[src/rtl/nqueen_pkg.sv]
// Shared constants for the N-queens solver: FSM state encodings, count width
// and the row/column index width helper.
package nqueen_pkg;

  localparam int SOL_W = 16;

  typedef logic [2:0] state_t;

  localparam state_t ST_IDLE  = 3'd0;
  localparam state_t ST_CHECK = 3'd1;
  localparam state_t ST_NEXT  = 3'd2;
  localparam state_t ST_EMIT  = 3'd3;
  localparam state_t ST_DONE  = 3'd4;

  function automatic int idx_width(input int n);
    return (n > 1) ? $clog2(n) : 1;
  endfunction

endpackage

[src/rtl/nqueen_conflict.sv]
// Attack test between two queens given as (row, column) pairs: same column or
// same diagonal. Differences are taken one bit wider so they never wrap.
module nqueen_conflict #(
  parameter int W = 3
) (
  input  logic [W-1:0] row_a,
  input  logic [W-1:0] col_a,
  input  logic [W-1:0] row_b,
  input  logic [W-1:0] col_b,
  output logic         conflict
);

  logic [W:0] d_row;
  logic [W:0] d_col;

  always_comb begin
    d_row = (row_a > row_b) ? ({1'b0, row_a} - {1'b0, row_b})
                            : ({1'b0, row_b} - {1'b0, row_a});
    d_col = (col_a > col_b) ? ({1'b0, col_a} - {1'b0, col_b})
                            : ({1'b0, col_b} - {1'b0, col_a});
    conflict = (col_a == col_b) || (d_row == d_col);
  end

endmodule

[src/rtl/nqueen_solver.sv]
// Backtracking N-queens engine streaming each solution row by row over
// valid/ready. Define NQUEEN_SOL_COUNT_EN to build the saturating solution counter.
module nqueen_solver
  import nqueen_pkg::*;
#(
  parameter int N = 8,
  parameter int W = idx_width(N)
) (
  input  logic             clk,
  input  logic             reset,
  input  logic             start,
  output logic             busy,
  output logic             done,
  output logic             out_valid,
  input  logic             out_ready,
  output logic [N-1:0]     out_bus,
  output logic [W-1:0]     out_row,
  output logic             out_last,
  output logic [SOL_W-1:0] sol_count
);

  localparam logic [W-1:0] LAST = W'(N - 1);

  state_t       state;
  logic [W-1:0] r;
  logic [W-1:0] k;
  logic [W-1:0] e;
  logic [W-1:0] col [N];
  logic         conflict;
  logic         launch;

  assign launch = ((state == ST_IDLE) || (state == ST_DONE)) && start;

  // Newest queen (row r) against earlier row k, one pair per CHECK cycle.
  nqueen_conflict #(.W(W)) u_conflict (
    .row_a    (k),
    .col_a    (col[k]),
    .row_b    (r),
    .col_b    (col[r]),
    .conflict (conflict)
  );

  // NOTE: sequential state is updated only with non-blocking assignments so
  // every flop samples pre-edge values regardless of statement order.
  always_ff @(posedge clk or negedge reset) begin
    if (!reset) begin
      state <= ST_IDLE;
      r     <= '0;
      k     <= '0;
      e     <= '0;
    end else begin
      case (state)
        ST_IDLE, ST_DONE: begin
          if (start) begin
            state <= ST_CHECK;
            r     <= '0;
            k     <= '0;
          end
        end
        ST_CHECK: begin
          if (k == r) begin
            if (r == LAST) begin
              e     <= '0;
              state <= ST_EMIT;
            end else begin
              r <= r + 1'b1;
              k <= '0;
            end
          end else if (conflict) begin
            state <= ST_NEXT;
          end else begin
            k <= k + 1'b1;
          end
        end
        ST_NEXT: begin
          if (col[r] == LAST) begin
            if (r == '0) state <= ST_DONE;
            else         r     <= r - 1'b1;
          end else begin
            k     <= '0;
            state <= ST_CHECK;
          end
        end
        ST_EMIT: begin
          if (out_ready) begin
            if (e == LAST) state <= ST_NEXT;
            else           e     <= e + 1'b1;
          end
        end
        default: state <= ST_IDLE;
      endcase
    end
  end

  // NOTE: the board array carries no reset; every entry is written (cleared)
  // before the FSM first reads it, so resetting it would only add fan-out.
  always_ff @(posedge clk) begin
    case (state)
      ST_IDLE, ST_DONE: if (start) col[0] <= '0;
      ST_CHECK:         if ((k == r) && (r != LAST)) col[r + 1'b1] <= '0;
      ST_NEXT:          if (col[r] != LAST) col[r] <= col[r] + 1'b1;
      default: ;
    endcase
  end

`ifdef NQUEEN_SOL_COUNT_EN
  logic [SOL_W-1:0] sol_cnt;

  always_ff @(posedge clk or negedge reset) begin
    if (!reset) begin
      sol_cnt <= '0;
    end else if (launch) begin
      sol_cnt <= '0;
    end else if ((state == ST_EMIT) && out_ready && (e == LAST) && (sol_cnt != '1)) begin
      sol_cnt <= sol_cnt + 1'b1;
    end
  end

  assign sol_count = sol_cnt;
`else
  assign sol_count = '0;
`endif

  // Outputs decode state and index registers only; out_ready never reaches them.
  assign busy      = (state == ST_CHECK) || (state == ST_NEXT) || (state == ST_EMIT);
  assign done      = (state == ST_DONE);
  assign out_valid = (state == ST_EMIT);
  assign out_row   = out_valid ? e : '0;
  assign out_bus   = out_valid ? (N'(1) << col[e]) : '0;
  assign out_last  = out_valid && (e == LAST);

endmodule

[config.mk]
export PLATFORM = sky130hd
export DESIGN_NAME = nqueen_solver
export DESIGN_NICKNAME = d
export VERILOG_FILES = /design/src/rtl/nqueen_pkg.sv /design/src/rtl/nqueen_conflict.sv /design/src/rtl/nqueen_solver.sv
export SDC_FILE = /design/constraint.sdc
export NUM_CORES = 1
export LEC_CHECK = 0
export CAP_MARGIN = 20
export CORE_ASPECT_RATIO = 0.7
export CORE_MARGIN = 3
export CORE_UTILIZATION = 67
export DETAILED_ROUTE_END_ITERATION = 12
export DONT_BUFFER_PORTS = 1
export HOLD_SLACK_MARGIN = 0.02
export PLACE_DENSITY = 0.9
export SLEW_MARGIN = 20
export SYNTH_ARGS = -nofsm -noshare
export SYNTH_HDL_FRONTEND = slang
export SYNTH_HIERARCHICAL = 1
export SYNTH_SLANG_ARGS = --single-unit
[constraint.sdc]
create_clock -name clk -period 7.7 [get_ports clk]
set_input_delay 1.155 -clock clk [delete_from_list [all_inputs] [get_ports clk]]
set_output_delay 1.155 -clock clk [all_outputs]
set_load 0.01 [all_outputs]
# After elaboration in Yosys (flattened, before gate mapping)

Memory sizes are Yosys's and may differ from the RTL's.
Cells that the tools add are included.

Flip-flop bits (word level): 12
Bits in writable memories: 24
Input bits: 4
Word-level logic and storage cells: 104
Memories: 1

Memories:

| memory | depth | width | rd ports | clocked after memory_dff | write ports | RTL line            | text |
|---|---|---|---|---|---|---|---|
| col    | 8     | 3     | 3        | 0                        | 1           | nqueen_solver.sv:28 | `logic [W-1:0] col [N];` |

Add/subtract/negate cells: 9
$lt $le $gt $ge: 2
Eq/ne operators: 27
Shift operators: 1
Multiplexer cells: 44
Reduce and logical (&&, ||, !) cells: 16

Operators by type and width:

| kind                                                                   | count |
|---|---|
| 3-bit two-way mux                                                      | 26 |
| 3-bit != test (second input constant)                                  | 7 |
| 3-bit case mux with 3 select lines                                     | 2 |
| 2-bit != test (second input constant)                                  | 8 |
| 3-bit by 3-bit subtractor with 4-bit output                            | 4 |
| 3-bit by 1-bit adder with 3-bit output (second input constant)         | 4 |
| 3-bit equality test (second input constant)                            | 4 |
| 3-bit case mux with 4 select lines                                     | 1 |
| 6-bit AND reduction                                                    | 2 |
| 1-bit two-way mux                                                      | 11 |
| 5-bit AND reduction                                                    | 2 |
| 4-bit two-way mux                                                      | 2 |
| 8-bit two-way mux                                                      | 1 |
| 1-bit by 3-bit << shifter with 8-bit output (first input constant)     | 1 |
| 3-bit by 2-bit equality test with 1-bit output (second input constant) | 2 |
| 3-bit equality test                                                    | 2 |
| 3-bit > comparator                                                     | 2 |
| 3-bit zero test                                                        | 2 |
| 3-bit case mux with 2 select lines                                     | 1 |
| 3-bit OR reduction                                                     | 2 |
| 4-bit equality test                                                    | 1 |
| 2-bit by 1-bit != test with 1-bit output (second input constant)       | 2 |
| 3-bit by 1-bit equality test with 1-bit output (second input constant) | 1 |
| 1-bit logical OR                                                       | 3 |
| 5 further kinds                                                        | 6 |

# Logic depth before layout (Yosys ltp)

Gate-level depths: netlist of the first run.

Depth after elaboration: 8
Mapped depth: 16

# Modules after synthesis

The synthesis of the first run kept the hierarchy.

By module, submodules not included:

| module          | instances | cells an instance | area an instance (µm²) | sequential area each (µm²) |
|---|---|---|---|---|
| nqueen_solver   | 1         | 219               | 2595.0                 | 1021.0 |
| nqueen_conflict | 1         | 68                | 580.6                  | 0.0 |

# Worst setup path before layout of the first run

Ideal clock, no wire load.

Path type: reg2reg
Start: register k[0]
End: register state[1]
Library setup time: 0.086 ns
Arrival time: 3.830 ns
Setup slack: 3.783 ns
Stages on the path, launching flop included: 17
Clock period less this slack: 3.917 ns
Cells stage by stage: dfrtp_1 -> buf_2 -> mux4_2 -> mux2_2 -> inv_1 -> ha_1 -> inv_1 -> fa_1 -> fa_1 -> inv_1 -> a22o_1 -> a21boi_1 -> xnor2_1 -> o41ai_2 -> o31a_1 -> nor3_1 -> nor3_1

Word-level cells in the longest chain between the ends: 7
Elaborated cells on any way between the ends: 18
Those cells by class: add/sub (4); order compare (2); eq/ne (5); mux (4); reduce/logical (2); memory (1)

Ends and longest elaborated chain:

| element                                                             | RTL line              | text |
|---|---|---|
| start: declaration                                                  | nqueen_solver.sv:26   | `logic [W-1:0] k;` |
| start signal: assignment                                            | nqueen_solver.sv:72   | `k <= k + 1'b1;` |
| memory 8 x 3 bit                                                    | -                     |  |
| 3-bit by 3-bit subtractor with 4-bit output (tied with other cells) | nqueen_conflict.sv:20 | `: ({1'b0, col_b} - {1'b0, col_a});` |
| 4-bit two-way mux                                                   | nqueen_conflict.sv:19 | `d_col = (col_a > col_b) ? ({1'b0, col_a} - {1'b0, col_b})` |
| 4-bit equality test                                                 | nqueen_conflict.sv:21 | `conflict = (col_a == col_b) \|\| (d_row == d_col);` |
| 1-bit logical OR (*)                                                | nqueen_conflict.sv:21 |  |
| named net conflict                                                  | nqueen_solver.sv:29   | `logic conflict;` |
| 3-bit != test (no line) (*)                                         | -                     |  |
| 6-bit AND reduction (no line) (*)                                   | -                     |  |
| end signal: assignment                                              | nqueen_solver.sv:47   | `state <= ST_IDLE;` |
| end signal: assignment                                              | nqueen_solver.sv:55   | `state <= ST_CHECK;` |
| end signal: assignment                                              | nqueen_solver.sv:64   | `state <= ST_EMIT;` |
| end: declaration                                                    | nqueen_solver.sv:24   | `state_t state;` |

Mark *: on every way through the listed nets, which the timed path passes. The rest lies on a longest branch.
A chain may end at the register's enable or synchronous reset.

# Worst setup path after layout of the first run

Start: register k[0]
End: register k[1]

Word-level cells in the longest chain between the ends: 7
Elaborated cells on any way between the ends: 20
Those cells by class: add/sub (5); order compare (2); eq/ne (5); mux (5); reduce/logical (2); memory (1)

Ends and longest elaborated chain:

| element                                                             | RTL line |
|---|---|
| memory 8 x 3 bit                                                    | - |
| 3-bit by 3-bit subtractor with 4-bit output (tied with other cells) | nqueen_conflict.sv:20 |
| 4-bit two-way mux                                                   | nqueen_conflict.sv:19 |
| 4-bit equality test                                                 | nqueen_conflict.sv:21 |
| 1-bit logical OR (*)                                                | nqueen_conflict.sv:21 |
| named net conflict                                                  | nqueen_solver.sv:29 |
| 3-bit != test (no line) (*)                                         | - |
| 5-bit AND reduction (no line) (*)                                   | - |

Mark *: on every way through the listed nets, which the timed path passes. The rest lies on a longest branch. The select of a mux whose other input is x is not followed.

==> results of run 1 <==
sequential cells by signal, summed over array words and instances (netlist names):
signal	count
col	24
e	3
k	3
r	3
state	3
synthesized netlist by cell type, types with 2 or more instances:
cell      number
edfxtp_1      24
and2_1         7
a32oi_1        3
a22o_1         2
a21o_1         5
and3b_1        2
a32o_1         2
inv_1         24
a221oi_1       2
buf_2          3
a21oi_1        6
mux4_2        12
mux2i_1       11
buf_4         16
dfrtp_1       12
xor2_1         7
nand2_1       15
xnor2_1        4
nor2b_1        5
o21ai_0        2
mux2_2        12
nand2b_1       2
fa_1           6
nor3_1        14
nor4_1         2
mux4_1         6
nand3_1        4
nor2_1        16
clkbuf_1      10
a31oi_1        3
o211ai_1       2
ha_1          21
o311ai_0       3
metal layers:
| metal | track usage | wire, um | up-vias |
|---|---|---|---|
| met3 | 0.0771 | 537 | 8 |
| li1 | - | - | 1020 |
| met2 | 0.427 | 3320 | 106 |
| met5 | 0 | 0 | - |
| met4 | 0.0509 | 69 | 0 |
| met1 | 0.388 | 3060 | 1126 |
cells by family after synthesis:
family,synth area share
simple gates,0.123
buf+inv,0.0875
compound gates,0.104
mux,0.212
flops,0.322
fa+ha+maj,0.121
xor+xnor,0.0303
other cells,0.00118
stage by stage:
| stage | setup WS, ns | cells |
|---|---|---|
| finish | 3.05 | 334 |
| global route | 2.74 | 334 |
| CTS | 3.15 | 334 |
| detailed placement | 3.17 | 326 |
| global placement | 3.44 | 326 |
| floorplan | 3.78 | 302 |
worst max-delay path, cell delays in order (launching register included):
cell and delay, ns:
dfrtp_1 0.80, mux4_2 0.59, mux2_2 0.30, inv_1 0.07
ha_1 0.13, inv_1 0.06, fa_1 0.38, fa_1 0.49
a211oi_1 0.29, a31oi_1 0.08, a21boi_1 0.15, xnor2_1 0.14
o41ai_2 0.50, o31a_1 0.32, o311ai_0 0.12, o21ai_0 0.14
worst paths after layout:
kind	start	endpoint	slack, ns	cells past startpoint
max in group asynchronous	reset	state[2]$_DFFE_PN0P_	7.09	0
worst min register to register	state[2]$_DFFE_PN0P_	state[1]$_DFFE_PN0P_	0.72	1
worst min-delay path	reset	e[2]$_DFFE_PN0P_	0.54	0
worst max-delay path	k[0]$_DFFE_PN0P_	k[1]$_DFFE_PN0P_	3.05	15
worst max register to register	k[0]$_DFFE_PN0P_	k[1]$_DFFE_PN0P_	3.05	15
min in group clk	state[2]$_DFFE_PN0P_	state[1]$_DFFE_PN0P_	0.72	1
area by class of cell:
type                    instances  area, um^2  share of cell area
inverters                      24        90.1              0.0280
clock inverters                 2        35.0              0.0109
well taps                      55        68.8              0.0214
multi-input cells             211        1930               0.600
flip-flops and latches         36        1020               0.317
clock buffers                   6        72.6              0.0225
==> flow_summary.ini, run 1 <==
[detailed_routing]
via_count = 2260
postRouteAntennaNets = 0
drt-initial-drc-count = 222
dr.pass1.iters = 5
wl_um = 6980
vias_per_cell = 6.77
drc = 0
wl_per_cell_um = 20.9

[synthesis]
synth_edf_count = 24
synthArstFlopShare = 0.333
synthTopCellsByArea = edfxtp_1, dfrtp_1, mux4_2
yosysUniqueCellTypes = 55
synth_cells = 287
synth_area_leader_cell = edfxtp_1
ys_warn_count = 6
synth-seq-cells = 36
synth_ff_type = edfxtp_1
synth_top_area_frac = 0.227
yosysSeqAreaShare = 0.322
syn_area_per_cell_um2 = 11.1
syn_area_um2 = 3180

[layout]
n_fill_cell = 333
area_growth_syn_to_layout_pct = 1.42
mostFrequentLayoutCells = inv_1, edfxtp_1, ha_1
drive_gt1_frac = 0.140
final_nets = 309
antenna_cells = 0
final_util = 0.723
stdcell_area_um2 = 3220

[clock_network]
htree_levels = 2
worstSkewPairLatency_ns = 0.30
cts.sinks = 36
cts_buffers = 5
clk_pin_slew_ns = 0.08
cts_buffer_depth = 2
ctsHoldBuffers = 0
post-cts-setup-buffer-count = 0
cts_resized = 0
cts_root_buf = clkbuf_8
cts_tree = yes

[timing]
maxSlewViolCount = 0
clock_skew_ns = 0.00663
hold_ws_ns = 0.543
worst_slew_pin_slew_ns = 0.937
hold_viol_final = 0
max_freq_ghz = 0.215
period_share = 0.603
fin_setup_tns_ns = 0
rsz0062_at_grt = no
period_needed_ns = 4.65
slew_headroom = 0.370
setup_viol = 0

[place]
portBuffers = 0
placed_area_um2 = 3110
gp_congestion = 0.880
place_hpwl_um = 5260

[global_route]
antenna_found_initial = 0
grt-ovfl-total = 0
grt_max_degree = 17
gr-usage-all-layers = 0.274
grt_pass1_vias = 2230
grt_pass1_wl_um = 11500

[run_status]
status = finished clean

[setup_path]
cp.required_ns = 7.91
startpoint_type = flop
end_kind = flop
critPathMaxFanout = 14
worstPathArrival_ns = 4.86
worst-setup-path-type = reg -> reg

[floorplanning]
io_pins = 35
dieHeight_um = 63.6
row_count = 20
initial_core_util = 0.713
core-area_um2 = 4450
dieArea_um2 = 5610
die_w_um = 88.3

[hold_path]
worstHoldPathType = in -> async

[job]
cap_violations = 0
Power of run 1 is not shown: default switching activity piles up to over one toggle a cycle in this logic, so the estimate is an artifact.
==> inputs of run 2 (changes only) <==
- CORE_UTILIZATION: 67 -> 58
- PLACE_DENSITY: 0.9 -> 0.83
- clock period: 7.7 -> 3.8 ns (I/O delays scaled with it)
==> run 2 against run 1 <==
Net effect: count of clock-buffer cells in the layout unchanged; cell area is 6.1% higher; fmax increased by 22%; via count decreased by 1.0%; core utilization is 4.2 points lower; highest routed layer unchanged.
==> flow_summary.ini, run 2 (synthesis gave the netlist of run 1 again) <==
[layout]
final_nets = 325
layout_commonest_cell = edfxtp_1
regMostFlops = col
drive_gt1_frac = 0.241
largest_reg_flops = 24
mostFrequentLayoutCells = edfxtp_1, inv_1, ha_1
antenna_cells = 0
n_fill_cell = 387
stdcell_count = 364
final_util = 0.681
area_growth_syn_to_layout_pct = 7.57

[setup_path]
critPathBufInv = 2
cp_cell_sequence = mux4_2, mux2_4, inv_2, ha_4, inv_4, fa_2, fa_2, a211oi_2, a31oi_1, a21boi_2, xnor2_1, o41ai_2, o31a_1, o311ai_1, o21ai_1
startpoint_type = flop
crit_family = compound AO/OA/AOI/OAI gates
critPathMaxFanout = 5
path_common_cell = fa_2
worstPathArrival_ns = 4.01
worst-r2r-setup-slack_ns = 0.004
cp_slowest_cell = fa_2
rr_startpoint = k[0]$_DFFE_PN0P_
max_stage_delay_ns = 0.57
worst-setup-path-type = reg -> reg
end_kind = flop
r2r_end = k[1]$_DFFE_PN0P_
cp.required_ns = 4.01
r2r_cells = 15

[timing]
period_share = 0.999
hold_ws_ns = 0.513
slew_headroom = 0.461
period_needed_ns = 3.80
clock_skew_ns = 0.00681
setup_viol = 0
worst_slew_pin_slew_ns = 0.805
rsz0062_at_grt = yes
max_freq_ghz = 0.263
fin_setup_tns_ns = 0
hold_viol_final = 0
maxSlewViolCount = 0

[clock_network]
cts_root_buf = clkbuf_8
cts_tree = yes
cts_buffer_depth = 2
htree_levels = 2
worstSkewPairLatency_ns = 0.28
cts_buffers = 5
cts.sinks = 36
clk_pin_slew_ns = 0.07

[floorplanning]
initial_core_util = 0.633
io_pins = 35
row_count = 21
dieHeight_um = 67.9
core-area_um2 = 5020
die_w_um = 94.4
dieArea_um2 = 6410

[detailed_routing]
wl_per_cell_um = 19.2
dr.pass1.iters = 4
vias_per_cell = 6.15
postRouteAntennaNets = 0
via_count = 2237
wl_um = 6990
drt-initial-drc-count = 95
drc = 0

[global_route]
grt-ovfl-total = 0
grt_max_degree = 17
gr-usage-all-layers = 0.235
grt_pass1_vias = 2159
grt_pass1_wl_um = 11400
antenna_found_initial = 0

[hold_path]
worstHoldPathType = in -> reg
hold_end = state[0]$_DFFE_PN0P_
whs_path_depth = 3
hp-start = out_ready

[place]
portBuffers = 0
gp_congestion = 1.06
dp_cells = 354
place_hpwl_um = 5450

[run_status]
status = finished clean

[job]
cap_violations = 0
[run 2: repair_timing]
action / CTS / global route
pin swaps: 1 / 4
hold buffers: 1 / 0
cloned: 0 / 0
endpoints found under the setup margin: 5 / 28
endpoints found under the hold margin: 12 / 0
setup buffers: 0 / 2
gates resized for setup: 1 / 11
[run 2: how the worst max path moves through the flow]
stage | startpoint | to | depth (start not counted)
detailed placement | k[0]$_DFFE_PN0P_ | state[1]$_DFFE_PN0P_ | 15
global route | k[0]$_DFFE_PN0P_ | state[1]$_DFFE_PN0P_ | 15
finish | k[0]$_DFFE_PN0P_ | k[1]$_DFFE_PN0P_ | 15
CTS | k[0]$_DFFE_PN0P_ | state[1]$_DFFE_PN0P_ | 15
floorplan | k[0]$_DFFE_PN0P_ | state[1]$_DFFE_PN0P_ | 16
global placement | k[0]$_DFFE_PN0P_ | state[1]$_DFFE_PN0P_ | 15
[run 2: final cells by class]
class                      instances  area (um^2)  area share
sequential                        36         1020       0.299
tap                               69         86.3      0.0253
clock inverter                     2         11.3     0.00330
timing repair buffer              16          123      0.0359
multi-input combinational        211         2010       0.588
inverter                          24         92.6      0.0271
clock buffer                       6         72.6      0.0212
[run 2: per-stage QoR]
stage	setup slack, ns	area [um^2]
finish	0.00410	3420
global route	-0.184	3420
CTS	0.0469	3360
detailed placement	-0.0338	3260
global placement	0.0477	3260
floorplan	-0.0241	3260
[run 2: layer usage]
layer / track usage / up-vias / part of all wire
met3: 0.0923 / 8 / 0.094
met1: 0.313 / 1088 / 0.45
li1: - / 1045 / -
met5: 0 / - / 0
met4: 0.0396 / 0 / 0.0097
met2: 0.375 / 96 / 0.45
[run 2: worst register-to-register path: stages, from the launching register on]
cell and delay, ns:
dfrtp_2 0.43, mux4_2 0.52, mux2_4 0.30, inv_2 0.07, ha_4 0.13, inv_4 0.03, fa_2 0.36, fa_2 0.57
a211oi_2 0.07, a31oi_1 0.13, a21boi_2 0.19, xnor2_1 0.09, o41ai_2 0.26, o31a_1 0.32, o311ai_1 0.14, o21ai_1 0.12
Power of run 2 is left out for the same reason.
